### src/rtl/clk_rst_pkg.sv
// rtl/clk_rst_pkg.sv - shared types and helpers for the clock/reset sequencer
package clk_rst_pkg;

    // Sequencer phases, in bring-up order
    typedef enum logic [2:0] {
        S_MMCM_RST  = 3'd0,
        S_WAIT_LOCK = 3'd1,
        S_STABLE    = 3'd2,
        S_RELEASE   = 3'd3,
        S_RUN       = 3'd4
    } state_t;

    localparam int DBG_CNT_W = 8;

    // Width of the shared cycle counter: it only ever counts up to (largest limit - 1)
    function automatic int cnt_width(input int a, input int b, input int c, input int d);
        int m;
        m = a;
        if (b > m) m = b;
        if (c > m) m = c;
        if (d > m) m = d;
        if ($clog2(m) < 1) return 1;
        return $clog2(m);
    endfunction

    // Debug counters stick at all-ones instead of wrapping back to a misleading small value
    function automatic logic [DBG_CNT_W-1:0] sat_inc8(input logic [DBG_CNT_W-1:0] v);
        return (v == {DBG_CNT_W{1'b1}}) ? v : v + 8'd1;
    endfunction

endpackage

### src/rtl/sync_ff2.sv
// rtl/sync_ff2.sv - two-flop synchronizer with synchronous active-high reset
module sync_ff2 #(
    parameter int WIDTH = 1
) (
    input  logic             i_clk,
    input  logic             i_rst,
    input  logic [WIDTH-1:0] i_d,
    output logic [WIDTH-1:0] o_q
);

    logic [WIDTH-1:0] r_meta;
    logic [WIDTH-1:0] r_sync;

    // First stage may go metastable; second stage gives it a full cycle to settle
    always_ff @(posedge i_clk) begin
        if (i_rst) begin
            r_meta <= '0;
            r_sync <= '0;
        end else begin
            r_meta <= i_d;
            r_sync <= r_meta;
        end
    end

    assign o_q = r_sync;

endmodule

### src/rtl/clk_rst_sequencer.sv
// rtl/clk_rst_sequencer.sv - MMCM reset/lock supervisor with ordered domain reset release
module clk_rst_sequencer
    import clk_rst_pkg::*;
#(
    parameter int MMCM_RST_CYCLES = 16,
    parameter int LOCK_TIMEOUT    = 1000000,
    parameter int LOCK_STABLE     = 1024,
    parameter int STAGE_GAP       = 256,
    parameter int N_STAGES        = 3
) (
    input  logic                clk,
    input  logic                rst,
    input  logic                locked,
    input  logic                soft_req,
    output logic                mmcm_resetn,
    output logic [N_STAGES-1:0] rst_stage,
    output logic                ready,
    output logic [7:0]          retry_cnt,
    output logic [7:0]          loss_cnt
);

    localparam int CNT_W = cnt_width(MMCM_RST_CYCLES, LOCK_TIMEOUT, LOCK_STABLE, STAGE_GAP);
    localparam int IDX_W = (N_STAGES > 1) ? $clog2(N_STAGES) : 1;

    localparam logic [CNT_W-1:0]    C_MMCM_LAST    = CNT_W'(MMCM_RST_CYCLES - 1);
    localparam logic [CNT_W-1:0]    C_TIMEOUT_LAST = CNT_W'(LOCK_TIMEOUT - 1);
    localparam logic [CNT_W-1:0]    C_STABLE_LAST  = CNT_W'(LOCK_STABLE - 1);
    localparam logic [CNT_W-1:0]    C_GAP_LAST     = CNT_W'(STAGE_GAP - 1);
    localparam logic [IDX_W-1:0]    C_IDX_FIRST    = IDX_W'(1);
    localparam logic [IDX_W-1:0]    C_IDX_LAST     = IDX_W'(N_STAGES - 1);
    localparam logic [N_STAGES-1:0] C_ALL_STAGES   = {N_STAGES{1'b1}};

    // Registered state
    state_t              r_state;
    logic [CNT_W-1:0]    r_cnt;
    logic [IDX_W-1:0]    r_idx;
    logic [N_STAGES-1:0] r_stage;
    logic                r_ready;
    logic                r_mmcm_resetn;
    logic [7:0]          r_retry;
    logic [7:0]          r_loss;

    // Next-state values
    logic                w_lk_s;
    state_t              w_state_nxt;
    logic [CNT_W-1:0]    w_cnt_nxt;
    logic [IDX_W-1:0]    w_idx_nxt;
    logic [N_STAGES-1:0] w_stage_nxt;
    logic                w_ready_nxt;
    logic                w_mmcm_resetn_nxt;
    logic [7:0]          w_retry_nxt;
    logic [7:0]          w_loss_nxt;

    // locked comes from the MMCM with no timing relationship to clk
    sync_ff2 #(
        .WIDTH (1)
    ) u_lock_sync (
        .i_clk (clk),
        .i_rst (rst),
        .i_d   (locked),
        .o_q   (w_lk_s)
    );

    // State register: every output is a flop so domain resets never glitch
    always_ff @(posedge clk) begin
        if (rst) begin
            r_state       <= S_MMCM_RST;
            r_cnt         <= '0;
            r_idx         <= '0;
            r_stage       <= C_ALL_STAGES;
            r_ready       <= 1'b0;
            r_mmcm_resetn <= 1'b0;
            r_retry       <= '0;
            r_loss        <= '0;
        end else begin
            r_state       <= w_state_nxt;
            r_cnt         <= w_cnt_nxt;
            r_idx         <= w_idx_nxt;
            r_stage       <= w_stage_nxt;
            r_ready       <= w_ready_nxt;
            r_mmcm_resetn <= w_mmcm_resetn_nxt;
            r_retry       <= w_retry_nxt;
            r_loss        <= w_loss_nxt;
        end
    end

    // Next-state logic: the shared counter restarts on every phase change
    always_comb begin
        w_state_nxt = r_state;
        w_cnt_nxt   = r_cnt + CNT_W'(1);
        w_idx_nxt   = r_idx;
        w_stage_nxt = r_stage;
        w_ready_nxt = r_ready;
        w_retry_nxt = r_retry;
        w_loss_nxt  = r_loss;

        case (r_state)
            S_MMCM_RST: begin
                w_stage_nxt = C_ALL_STAGES;
                w_ready_nxt = 1'b0;
                if (r_cnt == C_MMCM_LAST) begin
                    w_state_nxt = S_WAIT_LOCK;
                    w_cnt_nxt   = '0;
                end
            end

            S_WAIT_LOCK: begin
                if (w_lk_s) begin
                    w_state_nxt = S_STABLE;
                    w_cnt_nxt   = '0;
                end else if (r_cnt == C_TIMEOUT_LAST) begin
                    w_retry_nxt = sat_inc8(r_retry);
                    w_state_nxt = S_MMCM_RST;
                    w_cnt_nxt   = '0;
                end
            end

            S_STABLE: begin
                if (!w_lk_s) begin
                    // A single dropout restarts both the stability window and the timeout
                    w_state_nxt = S_WAIT_LOCK;
                    w_cnt_nxt   = '0;
                end else if (r_cnt == C_STABLE_LAST) begin
                    w_cnt_nxt      = '0;
                    w_stage_nxt[0] = 1'b0;
                    if (N_STAGES == 1) begin
                        w_state_nxt = S_RUN;
                        w_ready_nxt = 1'b1;
                    end else begin
                        w_state_nxt = S_RELEASE;
                        w_idx_nxt   = C_IDX_FIRST;
                    end
                end
            end

            S_RELEASE, S_RUN: begin
                if (!w_lk_s) begin
                    // Lock loss outranks a concurrent software request
                    w_state_nxt = S_MMCM_RST;
                    w_cnt_nxt   = '0;
                    w_idx_nxt   = '0;
                    w_stage_nxt = C_ALL_STAGES;
                    w_ready_nxt = 1'b0;
                    w_loss_nxt  = sat_inc8(r_loss);
                end else if (soft_req) begin
                    // Software reset keeps the MMCM running and replays the release order from stage 0
                    w_state_nxt = S_RELEASE;
                    w_cnt_nxt   = '0;
                    w_idx_nxt   = '0;
                    w_stage_nxt = C_ALL_STAGES;
                    w_ready_nxt = 1'b0;
                end else if (r_state == S_RUN) begin
                    w_cnt_nxt = '0;
                end else if (r_cnt == C_GAP_LAST) begin
                    w_cnt_nxt          = '0;
                    w_stage_nxt[r_idx] = 1'b0;
                    if (r_idx == C_IDX_LAST) begin
                        w_state_nxt = S_RUN;
                        w_ready_nxt = 1'b1;
                    end else begin
                        w_idx_nxt = r_idx + IDX_W'(1);
                    end
                end
            end

            default: begin
                w_state_nxt = S_MMCM_RST;
                w_cnt_nxt   = '0;
                w_idx_nxt   = '0;
                w_stage_nxt = C_ALL_STAGES;
                w_ready_nxt = 1'b0;
            end
        endcase

        w_mmcm_resetn_nxt = (w_state_nxt != S_MMCM_RST);
    end

    // Outputs come straight from flops
    always_comb begin
        mmcm_resetn = r_mmcm_resetn;
        rst_stage   = r_stage;
        ready       = r_ready;
        retry_cnt   = r_retry;
        loss_cnt    = r_loss;
    end

endmodule
### config.mk
export PLATFORM = sky130hd
export DESIGN_NAME = clk_rst_sequencer
export DESIGN_NICKNAME = d
export VERILOG_FILES = /design/src/rtl/clk_rst_pkg.sv /design/src/rtl/sync_ff2.sv /design/src/rtl/clk_rst_sequencer.sv
export SDC_FILE = /design/constraint.sdc
export NUM_CORES = 1
export LEC_CHECK = 0
export ABC_CLOCK_PERIOD_IN_PS = 2700
export BUFFER_PORTS_ARGS = -buffer_cell sky130_fd_sc_hd__buf_2
export CORE_MARGIN = 5
export CORE_UTILIZATION = 40
export CTS_BUF_LIST = sky130_fd_sc_hd__clkbuf_4 sky130_fd_sc_hd__clkbuf_8 sky130_fd_sc_hd__clkbuf_16
export CTS_CLUSTER_DIAMETER = 100
export CTS_CLUSTER_SIZE = 30
export DETAILED_ROUTE_END_ITERATION = 8
export GPL_ROUTABILITY_DRIVEN = 0
export HOLD_SLACK_MARGIN = 0.06
export SLEW_MARGIN = 20
export SYNTH_ARGS = -nofsm -noshare
export SYNTH_HDL_FRONTEND = slang
export SYNTH_HIERARCHICAL = 1
export SYNTH_SLANG_ARGS = --single-unit
### constraint.sdc
create_clock -name clk -period 2.7 [get_ports clk]
set_clock_uncertainty 0.1 [all_clocks]
set_input_delay 0.27 -clock clk [delete_from_list [all_inputs] [get_ports clk]]
set_output_delay 0.27 -clock clk [all_outputs]
set_load 0.05 [all_outputs]
# == Word level (Yosys, flattened, before mapping) ==
# Cells that the tools add are included.
# word_totals
elab_cells,99
in_bits,4
output_inout_bits,21
ff_bits,48
# classes
muxes,45
bitwise,8
n_reduce_logical,12
n_eq_ne,17
magnitude_cmp,2
addsub,4
# ops
cell,count
$mux W20,9
$pmux W20 S4,1
$mux W3,14
$add A20 B1 Y20 const B,1
$eq A20 B10 Y1 const B,1
$eq A20 B20 Y1 const B,1
$eq A20 B4 Y1 const B,1
$eq A20 B8 Y1 const B,1
$add A8 B1 Y8 const B,2
$eq A8 B8 Y1 const B,2
$ne A4 B4 Y1 const B,4
$mux W2,7
$pmux W3 S4,1
$mux W1,8
$reduce_and A4 Y1,2
$eq A3 B2 Y1 const B,2
$not A1 Y1,6
$pmux W2 S3,1
$reduce_and A3 Y1,2
$reduce_and A6 Y1,1
$reduce_or A2 Y1,3
$reduce_and A5 Y1,1
$pmux W2 S2,1
$and A3 B3 Y3,1
15 further kinds,15

# == Depth between registers and ports, before layout ==
# logic_depth
depth_word,11
ltp_mapped,8
depth_no_buf,7

# == Cells and area by module ==
# The synthesis kept the hierarchy.
# modules_own_cells
module,cells_each,n_inst,seq_area_each_um2,area_per_inst_um2
clk_rst_sequencer,267,1,920.9,2265.9
sync_ff2,4,1,40.0,52.6

# == Worst setup path after synthesis ==
# No wires, ideal clock.
# synth_path
kind,reg2reg
from,register r_cnt[15]
to,"register r_stage[1], in the netlist rst_stage[1]"
required_time_ns,2.486
setup_slack_ns,0.150
t_arrival_ns,2.336
stages_incl_launch_ff,7
period_less_slack_ns,2.550
path_buffers,0
setup_ns,0.114
path_cell_list,dfxtp_1 or4_4 or4_4 or4_4 a211oi_2 nand2_1 a21o_1
# synth_via
elab_chain_cells,3
# synth_lines
element,line_no,source
start: declaration,clk_rst_sequencer.sv:35,logic [CNT_W-1:0] r_cnt;
start signal: assignment,clk_rst_sequencer.sv:77,r_cnt <= w_cnt_nxt;
$eq A20 B8 Y1,clk_rst_sequencer.sv:154,end else if (r_cnt == C_GAP_LAST) begin
$ne A4 B4 Y1 (no source line),-,
$reduce_and A3 Y1 (no source line),-,
end signal: assignment,clk_rst_sequencer.sv:79,r_stage <= w_stage_nxt;
end: declaration,clk_rst_sequencer.sv:37,logic [N_STAGES-1:0] r_stage;
# Every way passes these cells.
# A chain may end at the register's enable or synchronous reset.

# == Final worst setup path ==
# layout_path
from,register r_cnt[10]
to,"register r_stage[2], in the netlist rst_stage[2]"
# Same word-level chain as after synthesis.

==> qor.txt <==
Seq/Total Area, Yosys = 0.414
most common cell after layout, fill and taps aside = dfxtp_1
total iterations of the first detailed-routing run = 4
total overflow reported by the global router = 0
crit path max-delay cell type = or4_1
worst path cell trace = or4_1, or3_1, or4_4, a211oi_4, nand2_1, a21o_1
final period utilization = 0.957
post-route core utilization = 0.477
number of warnings printed during yosys synthesis = 6
destination of the worst register-to-register timing path = rst_stage[2]
Hold WC Path Type = in -> reg
async set-or-reset flop fraction in the synthesized netlist = 0
fraction of final layout cells sized beyond drive strength 1 = 0.168
standby leakage power = 1.02 nW
CTS tree = built
final worst path period need = 2.58 ns
share of total power in sequential cells = 0.621
synth unique cells = 44
final total negative setup slack = 0 ns
# DRC = 0
HPWL after detailed placement = 3.55 mm
CTS HTree Levels = 2
Yosys reg bits = 48
FF-to-FF setup slack = 0.12 ns
post-detailed-route wirelength per cell = 13.0 µm
via-per-instance ratio = 5.32
number of failing setup endpoints in the final timing report = 0
Max rail drop VDD = 194 µV
largest stage delay on the critical path = 0.55 ns
cell row count = 27
Register-to-Register Path Depth = 6
number of gates on the worst path with buffers counted = 6
die span in y = 86.1 µm
initial antenna violation count = 0
clock sink count = 48
Setup crit start = r_cnt[10]
IO Pins = 25
first-pass GRT wire length = 8.30 mm
Worst Max-Slew Pin Slew = 0.571 ns
switch share = 0.214
Power Internal = 0.909 mW
final wirelength = 4.87 mm
Required @ worst endpoint = 2.79 ns
number of setup buffers added after CTS = 0
Critical path buffers and inverters = 0
port buffer count = 24
crit path capture type = flip-flop
Net Switching = 0.247 mW
All-Layer GR Usage = 0.135
library cell used as clock root buffer = clkbuf_8
net count reported at finish = 313
number of hold buffers added after CTS = 0
Post-Syn Nets = 281
top achievable clock speed = 387 MHz
n_diodes = 0
via count of the first global-routing pass = 1881
average footprint of a synthesized cell = 8.56 µm²
Syn Inst Count = 271
antenna-violating nets left = 0
most frequent cells in the layout = dfxtp_1, nor2_1, buf_2
DRC violation total after the first TritonRoute iteration = 137
cell family contributing the most delay on the critical path = simple AND/OR/NAND/NOR gates
die extent in x = 86.1 µm
die area = 7420 µm²
Worst-Skew Late Latency = 0.30 ns
critical path capture point = rst_stage[2]
EDFF count, synth = 0
maximum number of pins on one net before global-route repair = 25
deepest clock path buffer count = 2
Via Count = 1996
fraction of power consumed by combinational cells = 0.023
launch instance of the worst min-delay path = locked
unrepaired setup endpoints after global routing = no
area of the core region = 5570 µm²
number of max-slew violations in the final report = 0
Hold Worst Slack = 0.0922 ns
synthesis-to-layout area growth = 14.7%
power per unit of standard cell area = 435 nW/µm²
run status = finished clean
startpoint of the worst register-to-register path = r_cnt[10]
final hold vios = 0
Reg clk slew, reported paths = 0.08 ns
category of the worst setup path launch point = flip-flop
initial core utilization = 0.416
Clock power frac = 0.356
largest fanout on the critical path = 4
most instantiated flip-flop cell in the synthesis netlist = dfxtp_1
number of buffers created by CTS = 5
arrival time of data at the critical path endpoint = 2.67 ns
critical path start-end classification = reg -> reg
worst slew slack as a fraction of its limit = 0.616
Netlist Area Pre-Place = 2320 µm²
count of max-cap constraint violations = 0
sequential cells by signal, indices dropped and copies added (netlist names):
name	flops
r_cnt	20
loss_cnt	8
retry_cnt	8
r_state	3
rst_stage	3
r_idx	2
mmcm_resetn	1
ready	1
u_lock_sync/o_q	1
u_lock_sync/r_meta	1
power groups by stage:
stage                     clock network, mW  logic, mW  registers, mW
after floorplan                           0     0.0180          0.733
after CTS                             0.433     0.0267          0.717
after global placement                    0     0.0268          0.734
after global routing                  0.462     0.0292          0.719
after detailed placement                  0     0.0266          0.734
final                                 0.412     0.0265          0.717
how the worst min path moves through the flow:
stage | end | slack (ns) | depth (start not counted)
floorplan | u_lock_sync/o_q | 0.24 | 1
finish | u_lock_sync/r_meta | 0.09 | 2
detailed placement | u_lock_sync/o_q | 0.33 | 1
global route | u_lock_sync/r_meta | 0.1 | 2
global placement | u_lock_sync/o_q | 0.33 | 1
CTS | u_lock_sync/r_meta | 0.09 | 2
routing by layer:
layer	global-route usage	vias up	wire length, µm
li1	-	1016	-
met2	0.226	40	2250
met1	0.172	933	2350
met3	0.0250	7	205
met5	0	-	0
met4	0.0518	0	68
per-stage QoR:
step           setup slack, ns  power, mW  area, µm²  std cells
6_report                 0.117       1.16       2660        375
3_5_place_dp            0.0484      0.761       2570        368
3_3_place_gp            0.0922      0.761       2570        368
2_1_floorplan            0.150      0.751       2320        271
5_1_grt                0.00659       1.21       2660        375
4_1_cts                 0.0354       1.18       2650        375
kinds of logic after synthesis:
group,after synthesis,synth area share
XOR/XNOR,29,0.110
buffers and inverters,16,0.0270
multiplexers,2,0.00863
flip-flops,48,0.414
AO/OA/AOI/OAI,39,0.114
AND/OR/NAND/NOR,131,0.294
adder cells (fa/ha/maj),6,0.0324
cells in the mapped netlist (2+ instances only):
library cell	count	area (µm²)
a21o_1	2	15.0
a21oi_1	11	55.1
a41oi_1	2	17.5
and3_1	2	12.5
and4_1	4	35.0
buf_2	2	10.0
clkbuf_1	8	30.0
dfxtp_1	48	961
ha_1	6	75.1
inv_1	6	22.5
mux2i_1	2	20.0
nand2_1	18	67.6
nand2b_1	5	31.3
nand3_1	13	65.1
nand4_1	7	43.8
nand4b_1	2	17.5
nor2_1	43	161
nor2b_1	5	31.3
nor3_1	10	50.1
nor3b_1	2	15.0
nor4_1	3	18.8
o21a_1	2	15.0
o21ai_0	10	50.1
or3_1	7	43.8
or4_1	3	22.5
or4_4	3	33.8
xnor2_1	11	96.3
xor2_1	18	158
area by class of cell:
| type | count | area, µm² |
|---|---|---|
| clock buffers | 6 | 76.3 |
| repair buffers | 35 | 203 |
| clock inverters | 1 | 5.00 |
| fillers | 549 | 2910 |
| well taps | 72 | 90.1 |
| multi-input cells | 207 | 1300 |
| inverters | 6 | 22.5 |
| flip-flops and latches | 48 | 961 |
timing repair:
| item | CTS | global route |
|---|---|---|
| resized for setup | 0 | 1 |
| endpoints found under the hold margin | 0 | 0 |
| endpoints found under the setup margin | 0 | 2 |
(Power assumes the default switching activity.)
